==> src/rtl/max7219_pkg.sv <==
// rtl/max7219_pkg.sv - shared addresses, frame size and FSM encoding for the MAX7219 responder model.
package max7219_pkg;

  localparam int FRAME_BITS = 16;
  localparam int CNT_W      = $clog2(FRAME_BITS + 1);

  localparam logic [3:0] ADDR_NOOP         = 4'h0;
  localparam logic [3:0] ADDR_DIGIT0       = 4'h1;
  localparam logic [3:0] ADDR_DIGIT7       = 4'h8;
  localparam logic [3:0] ADDR_DECODE       = 4'h9;
  localparam logic [3:0] ADDR_INTENSITY    = 4'hA;
  localparam logic [3:0] ADDR_SCAN_LIMIT   = 4'hB;
  localparam logic [3:0] ADDR_SHUTDOWN     = 4'hC;
  localparam logic [3:0] ADDR_DISPLAY_TEST = 4'hF;

  typedef enum logic [1:0] {
    ST_IDLE  = 2'd0,
    ST_SHIFT = 2'd1,
    ST_LATCH = 2'd2
  } state_e;

endpackage

==> src/rtl/max7219_code_b_decoder.sv <==
// rtl/max7219_code_b_decoder.sv - Code-B font: 4-bit nibble plus DP to {DP,A,B,C,D,E,F,G} segments.
module max7219_code_b_decoder (
  input  logic [3:0] i_nibble,
  input  logic       i_dp,
  output logic [7:0] o_segments
);

  logic [6:0] seg;

  always_comb begin
    seg = 7'h00;
    case (i_nibble)
      4'h0: seg = 7'h7E;
      4'h1: seg = 7'h30;
      4'h2: seg = 7'h6D;
      4'h3: seg = 7'h79;
      4'h4: seg = 7'h33;
      4'h5: seg = 7'h5B;
      4'h6: seg = 7'h5F;
      4'h7: seg = 7'h70;
      4'h8: seg = 7'h7F;
      4'h9: seg = 7'h7B;
      4'hA: seg = 7'h01; // '-'
      4'hB: seg = 7'h4F; // 'E'
      4'hC: seg = 7'h37; // 'H'
      4'hD: seg = 7'h0E; // 'L'
      4'hE: seg = 7'h67; // 'P'
      default: seg = 7'h00;
    endcase
    o_segments = {i_dp, seg};
  end

endmodule

==> src/rtl/max7219_spi_receiver.sv <==
// rtl/max7219_spi_receiver.sv - MAX7219 write-path responder: SPI deserializer, register file, readback.
// Define MAX7219_DECODE_EN to apply Code-B decoding on readback for digits selected by decode mode.
module max7219_spi_receiver
  import max7219_pkg::*;
#(
  parameter int SYNC_STAGES = 2
) (
  input  logic       i_clk,
  input  logic       i_reset_n,
  input  logic       i_spi_clk,
  input  logic       i_spi_din,
  input  logic       i_spi_load,
  output logic       o_spi_dout,
  output logic       o_stb,
  output logic [3:0] o_addr,
  output logic [7:0] o_data,
  output logic       o_frame_err,
  input  logic [2:0] i_rd_digit,
  output logic [7:0] o_rd_segment,
  output logic [7:0] o_decode_mode,
  output logic [3:0] o_intensity,
  output logic [2:0] o_scan_limit,
  output logic       o_enable,
  output logic       o_display_test
);

  logic [SYNC_STAGES-1:0] clk_sync_q, clk_sync_d;
  logic [SYNC_STAGES-1:0] din_sync_q, din_sync_d;
  logic [SYNC_STAGES-1:0] load_sync_q, load_sync_d;
  logic                   clk_prev_q, clk_prev_d;
  logic                   load_prev_q, load_prev_d;

  state_e                 state_q, state_d;
  logic [CNT_W-1:0]       cnt_q, cnt_d;
  logic [FRAME_BITS-1:0]  shift_q, shift_d;
  logic                   dout_q, dout_d;
  logic                   stb_q, stb_d;
  logic                   err_q, err_d;
  logic [3:0]             addr_q, addr_d;
  logic [7:0]             data_q, data_d;

  logic [7:0]             digit_q [8];
  logic [7:0]             digit_d [8];
  logic [7:0]             decode_q, decode_d;
  logic [3:0]             intensity_q, intensity_d;
  logic [2:0]             scan_q, scan_d;
  logic                   enable_q, enable_d;
  logic                   test_q, test_d;

  logic spi_clk_s, spi_din_s, spi_load_s;
  logic clk_rise, clk_fall, load_rise, load_fall;
  logic [3:0] frame_addr;
  logic [7:0] frame_data;

  assign spi_clk_s  = clk_sync_q[SYNC_STAGES-1];
  assign spi_din_s  = din_sync_q[SYNC_STAGES-1];
  assign spi_load_s = load_sync_q[SYNC_STAGES-1];

  assign clk_rise   = spi_clk_s & ~clk_prev_q;
  assign clk_fall   = ~spi_clk_s & clk_prev_q;
  assign load_rise  = spi_load_s & ~load_prev_q;
  assign load_fall  = ~spi_load_s & load_prev_q;

  // Only the last 16 bits shifted in form the frame; the top nibble is don't-care.
  assign frame_addr = shift_q[11:8];
  assign frame_data = shift_q[7:0];

  always_comb begin
    clk_sync_d  = {clk_sync_q[SYNC_STAGES-2:0], i_spi_clk};
    din_sync_d  = {din_sync_q[SYNC_STAGES-2:0], i_spi_din};
    load_sync_d = {load_sync_q[SYNC_STAGES-2:0], i_spi_load};
    clk_prev_d  = spi_clk_s;
    load_prev_d = spi_load_s;

    state_d     = state_q;
    cnt_d       = cnt_q;
    shift_d     = shift_q;
    dout_d      = dout_q;
    stb_d       = 1'b0;
    err_d       = 1'b0;
    addr_d      = addr_q;
    data_d      = data_q;
    digit_d     = digit_q;
    decode_d    = decode_q;
    intensity_d = intensity_q;
    scan_d      = scan_q;
    enable_d    = enable_q;
    test_d      = test_q;

    case (state_q)
      ST_IDLE: begin
        if (load_fall) begin
          state_d = ST_SHIFT;
          cnt_d   = '0;
        end
      end
      ST_SHIFT: begin
        // A clock rise seen together with the LOAD rise still contributes its bit.
        if (clk_rise) begin
          shift_d = {shift_q[FRAME_BITS-2:0], spi_din_s};
          if (cnt_q < CNT_W'(FRAME_BITS)) cnt_d = cnt_q + CNT_W'(1);
        end
        if (clk_fall) dout_d = shift_q[FRAME_BITS-1];
        if (load_rise) state_d = ST_LATCH;
      end
      ST_LATCH: begin
        if (load_fall) begin
          state_d = ST_SHIFT;
          cnt_d   = '0;
        end else begin
          state_d = ST_IDLE;
        end
        if (cnt_q == CNT_W'(FRAME_BITS)) begin
          stb_d  = 1'b1;
          addr_d = frame_addr;
          data_d = frame_data;
          if (frame_addr >= ADDR_DIGIT0 && frame_addr <= ADDR_DIGIT7) begin
            digit_d[3'(frame_addr - ADDR_DIGIT0)] = frame_data;
          end else begin
            case (frame_addr)
              ADDR_DECODE:       decode_d    = frame_data;
              ADDR_INTENSITY:    intensity_d = frame_data[3:0];
              ADDR_SCAN_LIMIT:   scan_d      = frame_data[2:0];
              ADDR_SHUTDOWN:     enable_d    = frame_data[0];
              ADDR_DISPLAY_TEST: test_d      = frame_data[0];
              default: ;
            endcase
          end
        end else begin
          err_d = 1'b1;
        end
      end
      default: state_d = ST_IDLE;
    endcase
  end

  always_ff @(posedge i_clk) begin
    if (!i_reset_n) begin
      clk_sync_q  <= '0;
      din_sync_q  <= '0;
      load_sync_q <= '0;
      clk_prev_q  <= 1'b0;
      load_prev_q <= 1'b0;
      state_q     <= ST_IDLE;
      cnt_q       <= '0;
      shift_q     <= '0;
      dout_q      <= 1'b0;
      stb_q       <= 1'b0;
      err_q       <= 1'b0;
      addr_q      <= '0;
      data_q      <= '0;
      digit_q     <= '{default: '0};
      decode_q    <= '0;
      intensity_q <= '0;
      scan_q      <= '0;
      enable_q    <= 1'b0;
      test_q      <= 1'b0;
    end else begin
      clk_sync_q  <= clk_sync_d;
      din_sync_q  <= din_sync_d;
      load_sync_q <= load_sync_d;
      clk_prev_q  <= clk_prev_d;
      load_prev_q <= load_prev_d;
      state_q     <= state_d;
      cnt_q       <= cnt_d;
      shift_q     <= shift_d;
      dout_q      <= dout_d;
      stb_q       <= stb_d;
      err_q       <= err_d;
      addr_q      <= addr_d;
      data_q      <= data_d;
      digit_q     <= digit_d;
      decode_q    <= decode_d;
      intensity_q <= intensity_d;
      scan_q      <= scan_d;
      enable_q    <= enable_d;
      test_q      <= test_d;
    end
  end

  assign o_spi_dout     = dout_q;
  assign o_stb          = stb_q;
  assign o_frame_err    = err_q;
  assign o_addr         = addr_q;
  assign o_data         = data_q;
  assign o_decode_mode  = decode_q;
  assign o_intensity    = intensity_q;
  assign o_scan_limit   = scan_q;
  assign o_enable       = enable_q;
  assign o_display_test = test_q;

`ifdef MAX7219_DECODE_EN
  logic [7:0] rd_decoded;

  max7219_code_b_decoder u_code_b (
    .i_nibble   (digit_q[i_rd_digit][3:0]),
    .i_dp       (digit_q[i_rd_digit][7]),
    .o_segments (rd_decoded)
  );

  always_comb begin
    o_rd_segment = digit_q[i_rd_digit];
    if (decode_q[i_rd_digit]) o_rd_segment = rd_decoded;
  end
`else
  assign o_rd_segment = digit_q[i_rd_digit];
`endif

endmodule

==> config.mk <==
export PLATFORM = sky130hd
export DESIGN_NAME = max7219_spi_receiver
export DESIGN_NICKNAME = d
export VERILOG_FILES = /design/src/rtl/max7219_pkg.sv /design/src/rtl/max7219_code_b_decoder.sv /design/src/rtl/max7219_spi_receiver.sv
export SDC_FILE = /design/constraint.sdc
export NUM_CORES = 1
export LEC_CHECK = 0
export BUFFER_PORTS_ARGS = -buffer_cell sky130_fd_sc_hd__clkbuf_2
export CAP_MARGIN = 20
export CELL_PAD_IN_SITES_DETAIL_PLACEMENT = 0
export CELL_PAD_IN_SITES_GLOBAL_PLACEMENT = 1
export CORE_ASPECT_RATIO = 1.5
export CORE_UTILIZATION = 41
export CTS_CLUSTER_SIZE = 24
export DETAILED_ROUTE_END_ITERATION = 10
export PLACE_DENSITY = 0.75
export SLEW_MARGIN = 10
export SYNTH_ARGS = -nofsm -noshare
export SYNTH_HDL_FRONTEND = slang
export SYNTH_SLANG_ARGS = --single-unit
==> constraint.sdc <==
create_clock -name i_clk -period 2 [get_ports i_clk]
set_input_delay 0.1 -clock i_clk [delete_from_list [all_inputs] [get_ports i_clk]]
set_output_delay 0.1 -clock i_clk [all_outputs]
set_load 0.05 [all_outputs]
==> qor.csv <==
stage,metric,value,unit
worst_setup_path,"CP delay by family, top",multiplexers,
yosys,post-synth top area cell,dfxtp_1,
sta,Period minus WS final,1.873,ns
die,die area,13240,µm²
place,Post-Place Cells,719,
layout,Layout area overhead,22.79,%
yosys,Yosys warning total,0,
worst_setup_path,FF-to-FF path depth,7,
yosys,number of synthesized flops with an enable pin,0,
grt,global route overflow,0,
layout,n_diodes,0,
power_and_ir_drop,Peak VDD IR,0.5907,mV
yosys,syn_nets,542,
layout,final std cells w/o fill,754,
sta,final setup vio count,0,
die,height of the die,140.4,µm
worst_setup_path,Levels on crit path,7,
yosys,Mapped Area,5238,µm²
power_and_ir_drop,Pleak,2.527,nW
power_and_ir_drop,internal power contribution,4.595,mW
clock_network,CTS Buffer Depth,2,
worst_setup_path,Startpoint Class,flip-flop,
route,DR WL/cell,16.25,µm
power_and_ir_drop,P_sw,1.122,mW
yosys,"FF+latch count, synth",127,
grt,vias in the first global route,3954,
yosys,"Seq/Total Area, Yosys",48.54,%
grt,GRT Total Usage,19.85,%
worst_setup_path,crit-path max FO,8,
route,final antenna-violating net count,0,
clock_network,H-tree lvl count,4,
route,drt first pass iters,4,
yosys,Mapped Avg Cell Area,9.938,µm²
power_and_ir_drop,Flop pwr share,44.5,%
worst_setup_path,crit path cell chain,"inv_1, ha_2, mux2_2, a22oi_2, or4_1, buf_4, mux2i_1",
sta,slew margin rel.,65.07,%
worst_setup_path,"slowest stage cell, crit path",dfxtp_1,
layout,# nets final,602,
hold_path,Hold Crit Class,in2reg,
route,DRC,0,
yosys,Synth area leaders,"dfxtp_1 (49%), mux2i_1 (13%), nand2_1 (9.7%), mux4_2 (6.9%), a21oi_1 (2.9%)",
sta,fmax,533.9,MHz
sta,Setup TNS,0,ns
yosys,Synth Area in Simple Gates,18.39,%
route,vias per cell,5.211,
die,Std-Cell Core Area,12450,µm²
sta,period utilization,93.65,%
die,Initial Util,42.07,%
sta,Final Hold Viols,0,
grt,largest net degree at the start of global routing,84,
run_status,outcome,"complete, no violations",
grt,first-pass GRT wire length,19.85,mm
yosys,Syn Inst Count,527,
power_and_ir_drop,overall power,5.717,mW
worst_setup_path,crit end category,flip-flop,
power_and_ir_drop,Power Density,888.9,nW/µm²
die,# rows,50,
yosys,Post-synth ARST share,0,%
clock_network,CTS Root Cell,clkbuf_16,
place,dpl hpwl,8.587,mm
worst_setup_path,WP data required,2.33,ns
hold_path,hold path depth,3,
yosys,Synth Area in Compound Gates,5.112,%
yosys,Synth top area share,48.54,%
sta,RSZ-0062 raised after global routing,no,
place,Final Wtd Congestion,0.8067,
worst_setup_path,"Buf+Inv Stages, Crit Path",2,
grt,initial antenna violation count,0,
clock_network,total CTS buffers,17,
route,via count,3929,
route,Initial DRC Count,129,
clock_network,worst skew pair latency,0.41,ns
sta,slew of the pin with the lowest slew margin,0.5227,ns
worst_setup_path,arrival time worst endpoint,2.21,ns
sta,Max Clock Skew,0.007569,ns
power_and_ir_drop,Clock power frac,53.6,%
yosys,Synth Area in Adders,1.672,%
sta,Max Slew Vio Count,0,
clock_network,clock sink total,127,
place,IO Port Bufs,47,
clock_network,TritonCTS clock tree,yes,
worst_setup_path,CP max stage delay,0.37,ns
power_and_ir_drop,Comb power frac,1.9,%
clock_network,Clock transition at path regs,0.06,ns
run,Max Cap Viol,0,
power_and_ir_drop,switching portion of total power,19.62,%
route,drt total wl,12.25,mm
yosys,largest family of logic cells by synthesized area,multiplexers,
die,Die Wd,94.29,µm
layout,layout cells sized above 1,23.75,%
yosys,Cell variety after synth,41,
yosys,mux cell area share after synthesis,22.19,%
yosys,Main synth FF type,dfxtp_1,
worst_setup_path,CP Class,reg2reg,
yosys,post-synthesis xor/xnor area fraction,0.5017,%
die,IO Pins,48,
[worst min-delay path, delay by kind of cell]
family,cells,cell delay (ns)
buffers and inverters,1,0.21
AND/OR/NAND/NOR,2,0.16
[repair_timing]
item / in CTS / in global routing
resized for setup: 0 / 5
setup endpoints to repair: 20 / 24
setup buffers: 2 / 0
hold buffers: 3 / 0
hold endpoints to repair: 3 / 0
pin swaps: 2 / 0
[registers in the layout (all words and copies together), names as in the netlist, 2 cells and up]
| name | count |
|---|---|
| digit_q | 64 |
| shift_q | 16 |
| o_data | 8 |
| o_decode_mode | 8 |
| cnt_q | 5 |
| o_addr | 4 |
| o_intensity | 4 |
| o_scan_limit | 3 |
| clk_sync_q | 2 |
| din_sync_q | 2 |
| load_sync_q | 2 |
| state_q | 2 |
[Yosys cell counts, types with 5 or more instances]
library cell and number:
nor3b_1 5, nand4_1 5, clkbuf_1 26, nand2_1 135
nor2_1 13, ha_1 7, dfxtp_1 127, buf_2 6
a21oi_1 30, mux4_2 16, nand3_1 15, and2_1 9
mux2_2 9, mux2i_1 70, inv_1 5, o21ai_0 12
[metal layers]
| metal | share of wire, % | wire, µm | global-route usage, % |
|---|---|---|---|
| met1 | 41 | 4964 | 22.50 |
| met2 | 53 | 6549 | 34.40 |
| met3 | 3.7 | 457 | 4.886 |
| met4 | 2.3 | 279 | 9.069 |
| met5 | 0 | 0 | 0 |
[final cells by class]
| type | count | area (µm²) |
|---|---|---|
| Sequential cell | 127 | 2542 |
| Inverter | 6 | 22.52 |
| Fill cell | 1166 | 6018 |
| Clock buffer | 25 | 515.5 |
| Clock inverter | 5 | 77.57 |
| Tap cell | 156 | 195.2 |
| Timing Repair Buffer | 77 | 543.0 |
| Multi-Input combinational cell | 358 | 2535 |
[power groups by stage]
| stage | clock [mW] | combinational, mW | sequential, mW |
|---|---|---|---|
| after floorplan | 0 | 0.0745 | 2.60 |
| after global placement | 0 | 0.107 | 2.60 |
| after detailed placement | 0 | 0.108 | 2.60 |
| after CTS | 3.11 | 0.112 | 2.54 |
| after global routing | 3.23 | 0.121 | 2.54 |
| final | 3.06 | 0.110 | 2.54 |
[kinds of logic (layout without fill, tap and decap cells)]
| group | Yosys count | count (layout) |
|---|---|---|
| AO/OA/AOI/OAI | 49 | 49 |
| XOR/XNOR | 3 | 3 |
| adder cells (fa/ha/maj) | 7 | 7 |
| buffers and inverters | 42 | 113 |
| flip-flops | 127 | 127 |
| multiplexers | 95 | 95 |
| AND/OR/NAND/NOR | 204 | 204 |
[path summary, 6_finish.rpt]
| kind | start | endpoint | slack [ns] |
|---|---|---|---|
| setup reg to reg | shift_q[8] | digit_q[6] | 0.13 |
| hold / removal | i_reset_n | o_frame_err | 0.13 |
| hold reg to reg | din_sync_q[1] | shift_q[0] | 0.43 |
| setup / recovery | shift_q[8] | digit_q[6] | 0.13 |
[placed cells by master, fill, tap and decap left out, types with 2 or more instances in the layout]
cell / Yosys / routed
clkbuf_8: 0 / 6
dfxtp_1: 127 / 127
nand2b_1: 2 / 2
nor2_2: 2 / 3
mux4_2: 16 / 16
o21ai_0: 12 / 12
ha_2: 0 / 2
bufinv_16: 0 / 2
and3_1: 2 / 2
nor4_4: 2 / 2
buf_12: 0 / 6
clkbuf_1: 26 / 2
xnor2_1: 3 / 3
ha_1: 7 / 5
clkbuf_16: 0 / 17
clkbuf_2: 0 / 46
nor2b_1: 2 / 2
and2_1: 9 / 9
nor3b_1: 5 / 5
dlygate4sd3_1: 0 / 3
a21oi_1: 30 / 30
nand4_1: 5 / 5
nand3_1: 15 / 15
a32oi_1: 2 / 2
nand2_1: 135 / 135
clkinv_2: 0 / 2
mux2_2: 9 / 9
buf_4: 0 / 21
mux2i_1: 70 / 70
inv_1: 5 / 5
nor2_1: 13 / 12
[through the flow]
stage / cell area, µm² / hold slack [ns] / util [%] / worst slack, ns
2_1_floorplan: 5246 / 0.2273 / - / -0.05271
3_3_place_gp: 5762 / 0.3137 / 46.28 / 0.01157
3_5_place_dp: 5762 / 0.3114 / 46.28 / -0.05264
4_1_cts: 6412 / 0.1299 / 51.51 / -0.05882
5_1_grt: 6431 / 0.1388 / 51.66 / 0.05061
6_report: 6431 / 0.1308 / 51.66 / 0.1269
Power figures use the tool's default switching activity.
